[src/rtl/hazard_stall_unit.sv]
// Pipeline hazard stall/flush control: load-use, MUL/DIV occupancy and taken-branch squash.
// Optional performance counters are enabled by defining HAZARD_PERF_EN.
module hazard_stall_unit #(
    parameter int unsigned MDU_LATENCY = 4,
    parameter int unsigned CNT_W       = 4,
    parameter int unsigned PERF_W      = 32
) (
    input  logic              clk,
    input  logic              rst_n,
    input  logic [4:0]        if_id_rs,
    input  logic [4:0]        if_id_rt,
    input  logic              if_id_uses_rt,
    input  logic              id_ex_memread,
    input  logic [4:0]        id_ex_rt,
    input  logic              ex_mdu_start,
    input  logic              ex_branch_taken,
    output logic              pc_write,
    output logic              if_id_write,
    output logic              if_id_flush,
    output logic              id_ex_write,
    output logic              id_ex_flush,
    output logic              ex_mem_flush,
    output logic              mdu_busy,
    output logic              mdu_done,
    output logic [PERF_W-1:0] perf_stall_cycles,
    output logic [PERF_W-1:0] perf_flushes
);

    typedef enum logic [0:0] {StRun, StMduWait} state_e;

    state_e             state_q;
    logic [CNT_W-1:0]   cnt_q;
    logic               mdu_done_q;
    logic               load_use;
    logic               mdu_enter;

    // $0 is hardwired zero, so a load "to" it never produces a real dependency
    assign load_use = id_ex_memread && (id_ex_rt != 5'd0) &&
                      ((id_ex_rt == if_id_rs) || (if_id_uses_rt && (id_ex_rt == if_id_rt)));

    // A squashed instruction must not start the MDU
    assign mdu_enter = ex_mdu_start && !ex_branch_taken;

    always_comb begin
        pc_write     = 1'b1;
        if_id_write  = 1'b1;
        if_id_flush  = 1'b0;
        id_ex_write  = 1'b1;
        id_ex_flush  = 1'b0;
        ex_mem_flush = 1'b0;
        mdu_busy     = 1'b0;
        unique case (state_q)
            StRun: begin
                if (ex_branch_taken) begin
                    if_id_flush = 1'b1;
                    id_ex_flush = 1'b1;
                end else if (ex_mdu_start) begin
                    pc_write     = 1'b0;
                    if_id_write  = 1'b0;
                    id_ex_write  = 1'b0;
                    ex_mem_flush = 1'b1;
                end else if (load_use) begin
                    pc_write    = 1'b0;
                    if_id_write = 1'b0;
                    id_ex_flush = 1'b1;
                end
            end
            StMduWait: begin
                pc_write     = 1'b0;
                if_id_write  = 1'b0;
                id_ex_write  = 1'b0;
                mdu_busy     = 1'b1;
                // On the last cycle EX/MEM captures the finished result
                ex_mem_flush = (cnt_q != '0);
            end
            default: ;
        endcase
    end

    always_ff @(posedge clk or negedge rst_n) begin
        if (!rst_n) begin
            state_q    <= StRun;
            cnt_q      <= '0;
            mdu_done_q <= 1'b0;
        end else begin
            unique case (state_q)
                StRun: begin
                    mdu_done_q <= 1'b0;
                    if (mdu_enter) begin
                        state_q <= StMduWait;
                        cnt_q   <= CNT_W'(MDU_LATENCY - 2);
                    end
                end
                StMduWait: begin
                    if (cnt_q != '0) begin
                        cnt_q      <= cnt_q - 1'b1;
                        mdu_done_q <= 1'b0;
                    end else begin
                        state_q    <= StRun;
                        mdu_done_q <= 1'b1;
                    end
                end
                default: begin
                    state_q    <= StRun;
                    cnt_q      <= '0;
                    mdu_done_q <= 1'b0;
                end
            endcase
        end
    end

    assign mdu_done = mdu_done_q;

`ifdef HAZARD_PERF_EN
    logic [PERF_W-1:0] perf_stall_q;
    logic [PERF_W-1:0] perf_flush_q;

    always_ff @(posedge clk or negedge rst_n) begin
        if (!rst_n) begin
            perf_stall_q <= '0;
            perf_flush_q <= '0;
        end else begin
            if (!pc_write)  perf_stall_q <= perf_stall_q + 1'b1;
            if (if_id_flush) perf_flush_q <= perf_flush_q + 1'b1;
        end
    end

    assign perf_stall_cycles = perf_stall_q;
    assign perf_flushes      = perf_flush_q;
`else
    assign perf_stall_cycles = '0;
    assign perf_flushes      = '0;
`endif

endmodule

[config.mk]
export PLATFORM = sky130hd
export DESIGN_NAME = hazard_stall_unit
export DESIGN_NICKNAME = d
export VERILOG_FILES = /design/src/rtl/hazard_stall_unit.sv
export SDC_FILE = /design/constraint.sdc
export NUM_CORES = 1
export LEC_CHECK = 0
export CORE_MARGIN = 5
export CORE_UTILIZATION = 29
export DETAILED_ROUTE_END_ITERATION = 10
export PLACE_DENSITY = 0.83
export RECOVER_POWER = 25
export SKIP_LAST_GASP = 1
export SLEW_MARGIN = 0
export SYNTH_ARGS = -nofsm -noshare
export SYNTH_HDL_FRONTEND = slang
export SYNTH_SLANG_ARGS = --single-unit
[constraint.sdc]
create_clock -name clk -period 1.97 [get_ports clk]
set_clock_uncertainty 0.1 [all_clocks]
set_input_delay 0.2955 -clock clk [delete_from_list [all_inputs] [get_ports clk]]
set_output_delay 0.2955 -clock clk [all_outputs]
set_load 0.01 [all_outputs]
==> metrics.md <==
| Metric | Value |
|---|---|
| I/O pins | `93` |
| FMAX | `0.516 GHz` |
| FF/Latch Area | `150 sq um` |
| Status | `completed` |
| Crit-path leading delay family | `buffers and inverters` |
| Remaining antenna violation count | `0` |
| Drt via density | `3.43` |
| CP Buf/Inv Count | `2` |
| Chip Height | `66.5 um` |
| Type of the worst setup path | `in -> out` |
| Core Footprint | `3050 sq um` |
| Busiest layer in global routing | `met2` |
| Final wirelength | `1860 um` |
| Final Util | `0.358` |
| Cell taking the most area after synthesis | `buf_4` |
| Clock Latency Late Sink | `0.25 ns` |
| # diodes | `0` |
| Layout cells sized above 1 | `0.224` |
| Unrepaired setup endpoints after global routing | `yes` |
| Routability Congestion | `0.826` |
| Hold Path Class | `in -> async` |
| Met2 global-route usage | `0.140` |
| PortBufs | `28` |
| Crit-path cells | `clkdlybuf4s50_1, xor2_1, nor2_1, a32oi_2, o31a_1, buf_2` |
| Die Width | `66.5 um` |
| Final design area excluding fillers | `1090 sq um` |
| Top area cells in the synthesized netlist | `buf_4, dfrtp_1, xor2_1` |
| Mean Syn Cell Area | `8.28 sq um` |
| Drt drc | `0` |
| Syn Inst Count | `112` |
| # setup viols final | `0` |
| Crit-path slowest cell | `clkdlybuf4s50_1` |
| Final hold vios | `0` |
| Met3 usage | `0.0472` |
| Post-synth ARST share | `1.00` |
| Htree depth | `1` |
| Global routing usage on met1 | `0.0659` |
| 1st-iter DRT viols | `6` |
| CTS tree | `done` |
| Final setup TNS | `0 ns` |
| DP HPWL | `1700 um` |
| Max_cap viols | `0` |
| CP max stage delay | `0.41 ns` |
| Number of synthesized flops with an enable pin | `0` |
| Total vias in the final route | `656` |
| Max FO, Critical Path | `2` |
| Antenna violations before repair | `0` |
| Lkg Pwr | `0.000617 uW` |
| Synth cell count leaders | `buf_4, xor2_1, dfrtp_1, nor2_1` |
| CTS Buf Count | `3` |
| Final min period | `1.94 ns` |
| Clock power share | `0.126` |
| Critical path endpoint category | `primary output` |
| Wire length per cell | `9.74 um` |
| CTS sink count | `6` |
| Multi-input logic area | `554 sq um` |
| Row count | `20` |
| Root Buffer | `clkbuf_4` |
| Layout fillers | `335` |
| Tcrit/Tclk final | `0.984` |
| DR pass1 iterations | `2` |
| Worst EP required | `1.57 ns` |
| Dpl cell area | `1060 sq um` |
| Startpoint types | `input pin` |
| Die area | `4430 sq um` |
| Synth cell types | `24` |
| Total gr overflow | `0` |
| Total global-route track usage | `0.0767` |
| Clock-pin transition on the worst setup and hold timing paths | `0.04 ns` |
| Internal | `528 uW` |
| Register area share after synthesis | `0.162` |
| Largest net degree at the start of global routing | `7` |
| Commonest register cell after synthesis | `dfrtp_1` |
| Fin. max-slew vios | `0` |
| Synthesized area | `927 sq um` |
| Final net count | `171` |
| Reg power frac | `0.262` |
| Psw | `388 uW` |
| Post-CTS Setup Repair Bufs | `0` |
| Sw frac | `0.423` |
| Critical path arrival | `1.54 ns` |
| Area growth syn-to-layout | `17.8%` |
| Top-count cell post-synth | `buf_4` |
| Yosys warnings | `0` |
| Power density over cell area | `838 nW/um^2` |
| Peak VDD IR | `0.000291 V` |
| First-pass GRT wire length | `2530 um` |
| Initial Utilization | `0.304` |
| Flops & latches, synth | `6` |
| Synth top area share | `0.526` |
| Vias in the first global route | `644` |
| Combinational fraction of design power | `0.612` |
| Clock Path Buffers | `2` |
==> placed cells by master (no fill, tap or decap), types with 4 or more instances in the layout <==
| cell type | instances |
|---|---|
| conb_1 | 64 |
| clkdlybuf4s50_1 | 8 |
| xor2_1 | 7 |
| dfrtp_1 | 6 |
| buf_4 | 6 |
| dlygate4sd2_1 | 5 |
| clkbuf_2 | 5 |
| buf_2 | 4 |
==> final cells by class <==
class                      count  area share
tap                           44      0.0504
multi-input combinational     99       0.507
timing repair buffer          35       0.270
clock buffer                   3      0.0206
sequential                     6       0.137
inverter                       4      0.0137
==> kinds of logic (layout without fill, tap and decap cells) <==
kind of cell | count (synthesis) | in the layout | synth area share
other | 1 | 64 | 0.00404
AND/OR/NAND/NOR | 12 | 12 | 0.0769
multiplexers | 1 | 1 | 0.0108
buffers and inverters | 70 | 42 | 0.548
flip-flops | 6 | 6 | 0.162
AO/OA/AOI/OAI | 10 | 10 | 0.0810
XOR/XNOR | 11 | 11 | 0.104
adder cells (fa/ha/maj) | 1 | 1 | 0.0135
==> state kept, by name (all words and copies together) (netlist names) <==
register  flops
cnt_q         4
mdu_done      1
state_q       1
==> power by group through the flow <==
stage | Clock, uW | Combinational (uW) | Sequential (uW)
after floorplan | 0 | 419 | 234
after global placement | 0 | 578 | 239
after detailed placement | 0 | 596 | 241
after CTS | 122 | 567 | 241
after global routing | 131 | 627 | 251
final | 116 | 560 | 240
==> timing repair <==
item / 4_1_cts / 5_1_grt
pin swaps: 5 / 8
endpoints found under the hold margin: 0 / 0
resized for setup: 37 / 22
setup endpoints to repair: 5 / 4
hold buffers: 0 / 0
==> metrics by stage <==
| stage | worst slack [ns] | instances | power (uW) | hold WS (ns) |
|---|---|---|---|---|
| finish | 0.0318 | 191 | 916 | 0.255 |
| detailed placement | -0.640 | 188 | 836 | 0.434 |
| global placement | -0.585 | 188 | 816 | 0.427 |
| CTS | -0.0709 | 191 | 929 | 0.189 |
| global route | -0.0298 | 191 | 1010 | 0.258 |
| floorplan | 0.259 | 175 | 652 | -0.100 |
==> metal layers <==
metal  vias up  part of all wire
li1        303                 -
met1       286              0.29
met2        61              0.51
met3         6              0.18
met4         0             0.023
met5         -                 0
==> final timing paths <==
path | cells past startpoint | from | slack, ns | end
max | 6 | if_id_rs[3] | 0.03 | pc_write
min | 1 | rst_n | 0.26 | mdu_done
max reg2reg | 7 | cnt_q[0] | 0.47 | cnt_q[3]
min reg2reg | 1 | cnt_q[1] | 0.44 | cnt_q[1]
max in group asynchronous | 1 | rst_n | 1.30 | cnt_q[1]
min in group clk | 1 | cnt_q[1] | 0.44 | cnt_q[1]
(Power assumes the default switching activity.)
